`config.mk`:
```
export PLATFORM = sky130hd
export DESIGN_NAME = fp_square_seq
export DESIGN_NICKNAME = d
export VERILOG_FILES = /design/src/rtl/fp_square_seq_pkg.sv /design/src/rtl/fp_square_seq_next_state.sv /design/src/rtl/fp_square_seq.sv
export SDC_FILE = /design/constraint.sdc
export NUM_CORES = 1
export LEC_CHECK = 0
export BUFFER_PORTS_ARGS = -buffer_cell sky130_fd_sc_hd__buf_2
export CAP_MARGIN = 20
export CELL_PAD_IN_SITES_DETAIL_PLACEMENT = 1
export CELL_PAD_IN_SITES_GLOBAL_PLACEMENT = 2
export CORE_MARGIN = 4
export CORE_UTILIZATION = 42
export DETAILED_ROUTE_END_ITERATION = 8
export MAX_ROUTING_LAYER = met4
export PLACE_DENSITY = 0.87
export SLEW_MARGIN = 20
export SYNTH_ARGS = -nofsm -noshare
export SYNTH_HDL_FRONTEND = slang
export SYNTH_SLANG_ARGS = --single-unit
```
`constraint.sdc`:
```
create_clock -name Clk_i -period 8.2 [get_ports Clk_i]
set_input_delay 0.41 -clock Clk_i [delete_from_list [all_inputs] [get_ports Clk_i]]
set_output_delay 0.41 -clock Clk_i [all_outputs]
set_load 0.05 [all_outputs]
```
`src/rtl/fp_square_seq_pkg.sv`:
```
// fp_square_seq_pkg: FP32 squarer state encodings, field constants and special-operand mapping
package fp_square_seq_pkg;
  localparam int MANT_W = 24;
  localparam int EXP_BIAS = 127;
  localparam logic [31:0] QNAN = 32'h7FC00000;
  localparam logic [31:0] POS_INF = 32'h7F800000;
  localparam logic [31:0] POS_ZERO = 32'h00000000;
  typedef enum logic [2:0] {
    S_IDLE = 3'd0,
    S_UNPACK = 3'd1,
    S_MULT = 3'd2,
    S_NORM = 3'd3,
    S_ROUND = 3'd4,
    S_DONE = 3'd5
  } state_t;
  function automatic logic [31:0] special_result(input logic [7:0] exp, input logic frac_nz);
    return exp == 8'hFF ? (frac_nz ? QNAN : POS_INF) : POS_ZERO;
  endfunction
endpackage

```
`src/rtl/fp_square_seq_next_state.sv`:
```
// fp_square_seq_next_state: next-state logic of the squarer controller
module fp_square_seq_next_state
  import fp_square_seq_pkg::*;
(
  input  state_t cur_state,
  input  logic   special,
  input  logic   start,
  input  logic   last_iter,
  output state_t next_state
);
  always_comb begin
    next_state = S_IDLE;
    case (cur_state)
      S_IDLE:   next_state = start ? S_UNPACK : S_IDLE;
      S_UNPACK: next_state = special ? S_DONE : S_MULT;
      S_MULT:   next_state = last_iter ? S_NORM : S_MULT;
      S_NORM:   next_state = S_ROUND;
      S_ROUND:  next_state = S_DONE;
      default:  next_state = S_IDLE;
    endcase
  end
endmodule

```
`src/rtl/fp_square_seq.sv`:
```
// fp_square_seq: multi-cycle FP32 squarer using a shift-add 24x24 mantissa multiply
module fp_square_seq
  import fp_square_seq_pkg::*;
(
  input  logic        Clk_i,
  input  logic        nRst_i,
  input  logic        Start_i,
  input  logic [31:0] Data_i,
  output logic [31:0] Result_o,
  output logic        Done_o,
  output logic        Busy_o
);
  state_t state, state_nx;
  logic [30:0] x;
  logic [MANT_W-1:0] m;
  logic [2*MANT_W-1:0] p;
  logic [4:0] cnt;
  logic [22:0] man;
  logic g, s;
  logic signed [9:0] e, e_base, e_r;
  logic [23:0] man_up;
  logic [31:0] norm_res;
  logic special;
  logic sign_unused;
  assign sign_unused = Data_i[31];
  assign special = x[30:23] == 8'hFF || x[30:23] == 8'h00;
  assign e_base = $signed({1'b0, x[30:23], 1'b0}) - 10'(EXP_BIAS);
  assign man_up = {1'b0, man} + {23'b0, g & (s | man[0])};
  // a mantissa carry-out leaves man_up[22:0] all zero, so only the exponent moves
  assign e_r = e + $signed({9'b0, man_up[23]});
  assign norm_res = e_r >= 10'sd255 ? POS_INF : e_r <= 10'sd0 ? POS_ZERO : {1'b0, e_r[7:0], man_up[22:0]};
  fp_square_seq_next_state u_next_state (
    .cur_state (state),
    .special   (special),
    .start     (Start_i),
    .last_iter (cnt == 5'd23),
    .next_state(state_nx)
  );
  always_ff @(posedge Clk_i or negedge nRst_i) begin
    if (!nRst_i) begin
      state <= S_IDLE;
      Result_o <= '0;
      Done_o <= 1'b0;
      Busy_o <= 1'b0;
      x <= '0;
      m <= '0;
      p <= '0;
      cnt <= '0;
      man <= '0;
      g <= 1'b0;
      s <= 1'b0;
      e <= '0;
    end else begin
      state <= state_nx;
      Done_o <= state_nx == S_DONE;
      Busy_o <= state_nx != S_IDLE;
      if (state == S_IDLE && Start_i) x <= Data_i[30:0];
      if (state == S_UNPACK) begin
        m <= {1'b1, x[22:0]};
        p <= '0;
        cnt <= '0;
      end
      if (state == S_MULT) begin
        if (m[cnt]) p <= p + ({{MANT_W{1'b0}}, m} << cnt);
        cnt <= cnt + 5'd1;
      end
      if (state == S_NORM) begin
        man <= p[47] ? p[46:24] : p[45:23];
        g <= p[47] ? p[23] : p[22];
        s <= p[47] ? |p[22:0] : |p[21:0];
        e <= p[47] ? e_base + 10'sd1 : e_base;
      end
      if (state_nx == S_DONE)
        Result_o <= state == S_UNPACK ? special_result(x[30:23], |x[22:0]) : norm_res;
    end
  end
endmodule

```
# After elaboration in Yosys (flattened, before gate mapping)
# Index checks and enable logic that the tools add are counted.
word_totals:
  ff_bits: 180
  wordCells: 60
  output_inout_bits: 34
classes:
  add_sub_neg: 6
  reduce_logical: 9
  mux: 20
  magnitude_cmp: 3
  bitwise_logic: 2
  shifts: 1
  n_eq_ne: 7
op_table:
  columns: ["operator", "n"]
  rows:
  - ["two-way mux 48 bit", 3]
  - ["two-way mux 31 bit", 4]
  - ["adder 48 bit", 1]
  - ["<< shifter 24 x 5 -> 48 bit", 1]
  - ["two-way mux 23 bit", 2]
  - ["OR reduction 23 bit", 2]
  - ["adder 23 x 1 -> 24 bit", 1]
  - ["OR reduction 22 bit", 1]
  - ["one-hot mux 3 bit (5 select lines)", 1]
  - ["adder 10 x 2 -> 10 bit", 1]
  - ["adder 10 x 2 -> 10 bit (second input constant)", 1]
  - [">= comparator 10 x 9 -> 1 bit (second input constant)", 1]
  - ["less-or-equal comparator 10 x 1 -> 1 bit (second input constant)", 1]
  - ["two-way mux 10 bit", 1]
  - ["two-way mux 5 bit", 2]
  - ["subtractor 9 x 7 -> 10 bit (second input constant)", 1]
  - ["== test 8 bit (second input constant)", 1]
  - ["logical NOT 8 bit", 1]
  - ["== test 3 x 2 -> 1 bit (second input constant)", 2]
  - ["== test 3 bit (second input constant)", 2]
  - ["less-than comparator 5 x 6 -> 1 bit (second input constant)", 1]
  - ["adder 5 x 1 -> 5 bit (second input constant)", 1]
  - ["binary-select mux 1 bit (select 5 bit)", 1]
  - ["== test 5 bit (second input constant)", 1]
  - ["10 further kinds", 14]

# Logic depth before layout (Yosys ltp)
depth:
  word_depth: 8
  mapped_depth: 22
  depth_no_buf: 19

# Cells and area by module
# From an unflattened synthesis, not the netlist that was laid out.
hier_totals:
  hier_cells: 1386
  area_unflattened_um2: 12162.9
modules_own_cells:
  columns: ["mod", "area_per_inst_um2", "instances", "cells_each"]
  rows:
  - ["fp_square_seq", 12075.3, 1, 1375]
  - ["fp_square_seq_next_state", 87.6, 1, 11]

# Worst setup path after synthesis
# Ideal clock, no wire load.
synth_timing:
  kind: "reg2reg"
  from: "register cnt[0]"
  to: "register p[47]"
  path_buffers: 4
  period_less_slack_ns: 4.468
  setup_slack_ns: 3.732
  path_stages_with_launch: 19
  required_ns: 8.074
  setup_time_ns: 0.126
  arrival_time_ns: 4.341
  cell_sequence: "dfrtp_1 -> buf_2 -> buf_4 -> buf_1 -> mux4_2 -> mux2i_1 -> nor2_1 -> a21oi_1 -> o22ai_1 -> ha_1 -> buf_2 -> and4_2 -> nor2b_1 -> a221o_1 -> nor3b_2 -> a211oi_2 -> a221oi_4 -> o21bai_1 -> a311o_1"
synth_between:
  elab_chain_len: 4
  word_cells_on_any_way: 6
  cone_classes: "add/sub (1); shift (1); mux (4)"
synth_rtl:
  columns: ["item", "line_no", "rtl"]
  rows:
  - ["start: declaration", "fp_square_seq.sv:17", "logic [4:0] cnt;"]
  - ["start signal: assignment", "fp_square_seq.sv:65", "cnt <= cnt + 5'd1;"]
  - ["<< shifter 24 x 5 -> 48 bit / binary-select mux 1 bit (select 5 bit) (equally long branches)", "fp_square_seq.sv:64", "if (m[cnt]) p <= p + ({{MANT_W{1'b0}}, m} << cnt);"]
  - ["adder 48 bit / two-way mux 1 bit (equally long branches)", "fp_square_seq.sv:64", null]
  - ["two-way mux 48 bit *", "fp_square_seq.sv:64", null]
  - ["two-way mux 48 bit *", "fp_square_seq.sv:63", "if (state == S_MULT) begin"]
  - ["end signal: assignment", "fp_square_seq.sv:64", null]
  - ["end: declaration", "fp_square_seq.sv:16", "logic [2*MANT_W-1:0] p;"]
# Mark *: on every way between the ends. The rest lies on a longest branch, timed or not. The select of a mux whose other input is x is not followed.
# A chain may end at the register's enable or synchronous reset.

# Worst setup path in the final report
# Same ends and word-level chain as after synthesis.

==> results.yml <==
critical_path:
  r2r_cells: 17
  critical_path.max_fanout: 42
  timing.rr.start: "cnt[0]"
  r2r_slack_ns: 2.91
  required_ns: 8.52
  r2r-end: "p[47]"
  path_class: "reg -> reg"
  setup.worst_path.end_class: "flop"
  cp-start-kind: "flop"
  arrival_ns: 5.61
synth:
  synth_area_leaders: "dfrtp_1 (36%), o21ai_0 (5.9%), ha_1 (5.7%), mux2_2 (5.3%), nand2_1 (4.7%)"
  synth.cell_area_mm2: 0.01245
  yosys_warnings: 0
  synth_edf_count: 0
  post-synth-top-count-cell: "dfrtp_1"
  synth-async-reset-ratio: 1.000
  synth.distinct_cells: 76
  synth_top_cell_area_share: 0.3598
  ys_ff_latch: 179
  synth.top_cells.by_count: "dfrtp_1 (179), nand2_1 (156), o21ai_0 (147)"
  synth_fp_nets: 1489
  synthFlopType: "dfrtp_1"
  syn_inst: 1396
  yosys.area.top_type: "dfrtp_1"
  synth-seq-area-share: 0.3598
  synth_area_per_cell_um2: 8.919
layout:
  drive_above_1_share: 0.1459
  fill_cells: 3410
  multi_input_area_mm2: 0.007448
  fin_util: 0.4668
  stdcell_count: 1789
  ff_latch_area_mm2: 0.004482
  insertedDiodeCount: 0
  syn2layout_area_growth_pct: 8.492
  nets: 1486
clock_tree:
  htreeDepth: 4
  clk_pin_slew_worst_paths_ns: 0.07
  cts_resized: 0
  clkSinkCount: 179
  cts_buffers: 17
  clock_path_buffers: 2
  cts_setup_buffers: 0
  cts_tree: "built"
  clock_latency_ns: 0.45
  clockRootBuffer: "clkbuf_16"
  hold_buffers: 1
global_route:
  grt.total_usage: 0.2154
  grt_pass1_wl_um: 56360
  antenna_found_initial: 0
  grt_max_degree: 81
  grt.overflow.total: 0
  grt_pass1_vias: 10570
sta:
  slew_viol_final: 0
  slew_headroom: 0.3368
  fin_crit_sh: 0.6452
  finalSetupViolCount: 0
  period_needed_ns: 5.290
  setup_tns_ns: 0
  finClkSkew_ns: 0.01553
  worst_slew_pin_slew_ns: 0.9949
  final_hold_viol_count: 0
  fmax_ghz: 0.1890
  rsz0062_at_grt: "no"
die:
  dieArea_mm2: 0.03246
  fp.dieW_um: 180.2
  core.rowCount: 62
  start_util: 0.4303
  core-area_mm2: 0.02894
  fp.dieH_um: 180.2
  pin_count: 69
pwr:
  power_density_mw_per_mm2: 420.7
  p_sw_frac: 0.4932
  p_int_mw: 2.880
  comb_power_share: 0.578
  vdd_drop_max_mv: 0.2408
  power.switching_mw: 2.803
  clock_power_share: 0.146
  seqPwrFrac: 0.276
  total_leakage_power_nw: 5.830
drt:
  route.detailed.wl_per_inst_um: 18.93
  drt_iter0_drc: 585
  dr.pass1.iters: 5
  ant_nets: 0
  vias_per_cell: 5.727
  vias: 10250
  wirelength_um: 33870
  drc: 0
min_path:
  hold_path_class: "in -> reg"
  hold_end: "x[23]"
  whs_path_depth: 3
  worstHoldStart: "Data_i[23]"
status:
  status: "finished clean"
placed_design:
  routabilityCongestion: 0.8942
  io_buffer_count: 66
  placed_cells: 1757
  dp_hpwl_um: 25270
flow_run:
  cap_violations: 0
==> power by group through the flow <==
stage | Sequential, mW | Clock (mW) | Combinational [mW]
after floorplan | 1.57 | 0 | 2.46
after global placement | 1.55 | 0 | 3.21
after detailed placement | 1.58 | 0 | 3.28
after CTS | 1.57 | 0.853 | 3.31
after global routing | 1.63 | 0.896 | 3.66
final | 1.57 | 0.831 | 3.29
==> state kept, by name (all words and copies together) (netlist names), 3 cells and up <==
name and count:
Result_o 31, e 10, p 48, m 24, x 31, man 23
state 3, cnt 5
==> critical path, cell delays in order, from the launching register on <==
cell	delay, ns
dfrtp_2	1.03
mux2_2	0.43
nand2_1	0.07
o21ai_0	0.13
nor2_1	0.13
nor2_1	0.09
a21oi_1	0.31
nor2_1	0.11
ha_1	0.45
and4_1	0.25
nand4_1	0.16
a211oi_2	0.49
o211ai_2	0.20
a211oi_2	0.44
a221oi_4	0.17
o41ai_2	0.30
a21oi_1	0.07
a311o_1	0.32
==> cell usage in the layout, fill, tap and decap left out, types with 13 or more instances in the layout <==
cell type | netlist | layout
a21o_1 | 29 | 29
a21oi_1 | 85 | 85
and3_1 | 15 | 15
buf_2 | 14 | 65
clkbuf_16 | 0 | 17
dfrtp_1 | 179 | 177
ha_1 | 57 | 57
inv_1 | 25 | 25
mux2_2 | 59 | 59
mux2i_1 | 49 | 49
mux4_2 | 17 | 17
nand2_1 | 156 | 155
nand3_1 | 82 | 82
nand4_1 | 20 | 20
nor2_1 | 92 | 92
nor3_1 | 16 | 16
nor4_1 | 16 | 16
o21ai_0 | 147 | 147
o22ai_1 | 13 | 13
o31ai_1 | 27 | 27
xnor2_1 | 38 | 38
xor2_1 | 43 | 43
==> how the worst max path moves through the flow <==
stage | start | slack (ns) | to
4_1_cts | cnt[0] | 2.95 | p[47]
5_1_grt | cnt[0] | 2.56 | p[47]
3_5_place_dp | cnt[0] | 3.01 | p[47]
3_3_place_gp | cnt[0] | 3.08 | p[47]
6_report | cnt[0] | 2.91 | p[47]
2_1_floorplan | cnt[0] | 3.73 | p[47]
==> area by class of cell <==
cell class                      count  area share
Inverter                           27    0.007503
Clock inverter                     13     0.01074
Tap cell                          384     0.03557
Multi-Input combinational cell   1091      0.5514
Timing Repair Buffer               77     0.03122
Clock buffer                       18     0.03177
Sequential cell                   179      0.3318
==> through the flow <==
step	setup WS [ns]	hold WS [ns]	power (mW)	area [um^2]
floorplan	3.732	0.1144	4.028	12450
global placement	3.075	0.3599	4.764	12920
detailed placement	3.010	0.3672	4.866	12920
CTS	2.950	0.1613	5.726	13500
global route	2.555	0.1710	6.178	13510
finish	2.910	0.1719	5.683	13510
==> cell families after synthesis <==
logic type               count (synthesis)  share of synthesized area
buffers and inverters                  126                    0.04401
AO/OA/AOI/OAI                          370                     0.1841
XOR/XNOR                                81                    0.05698
AND/OR/NAND/NOR                        456                     0.1724
multiplexers                           125                     0.1235
other                                    1                  0.0003012
flip-flops                             179                     0.3598
adder cells (fa/ha/maj)                 58                    0.05889
==> per-layer routing <==
layer  vias to the layer above  track usage  part of all wire
met5                         -            -                 0
met4                         0      0.04961             0.016
met3                        39      0.03432             0.029
met2                       151       0.3537              0.49
met1                      5021       0.2827              0.47
li1                       5034            -                 -
No activity file was read; power rests on OpenSTA's default activity.
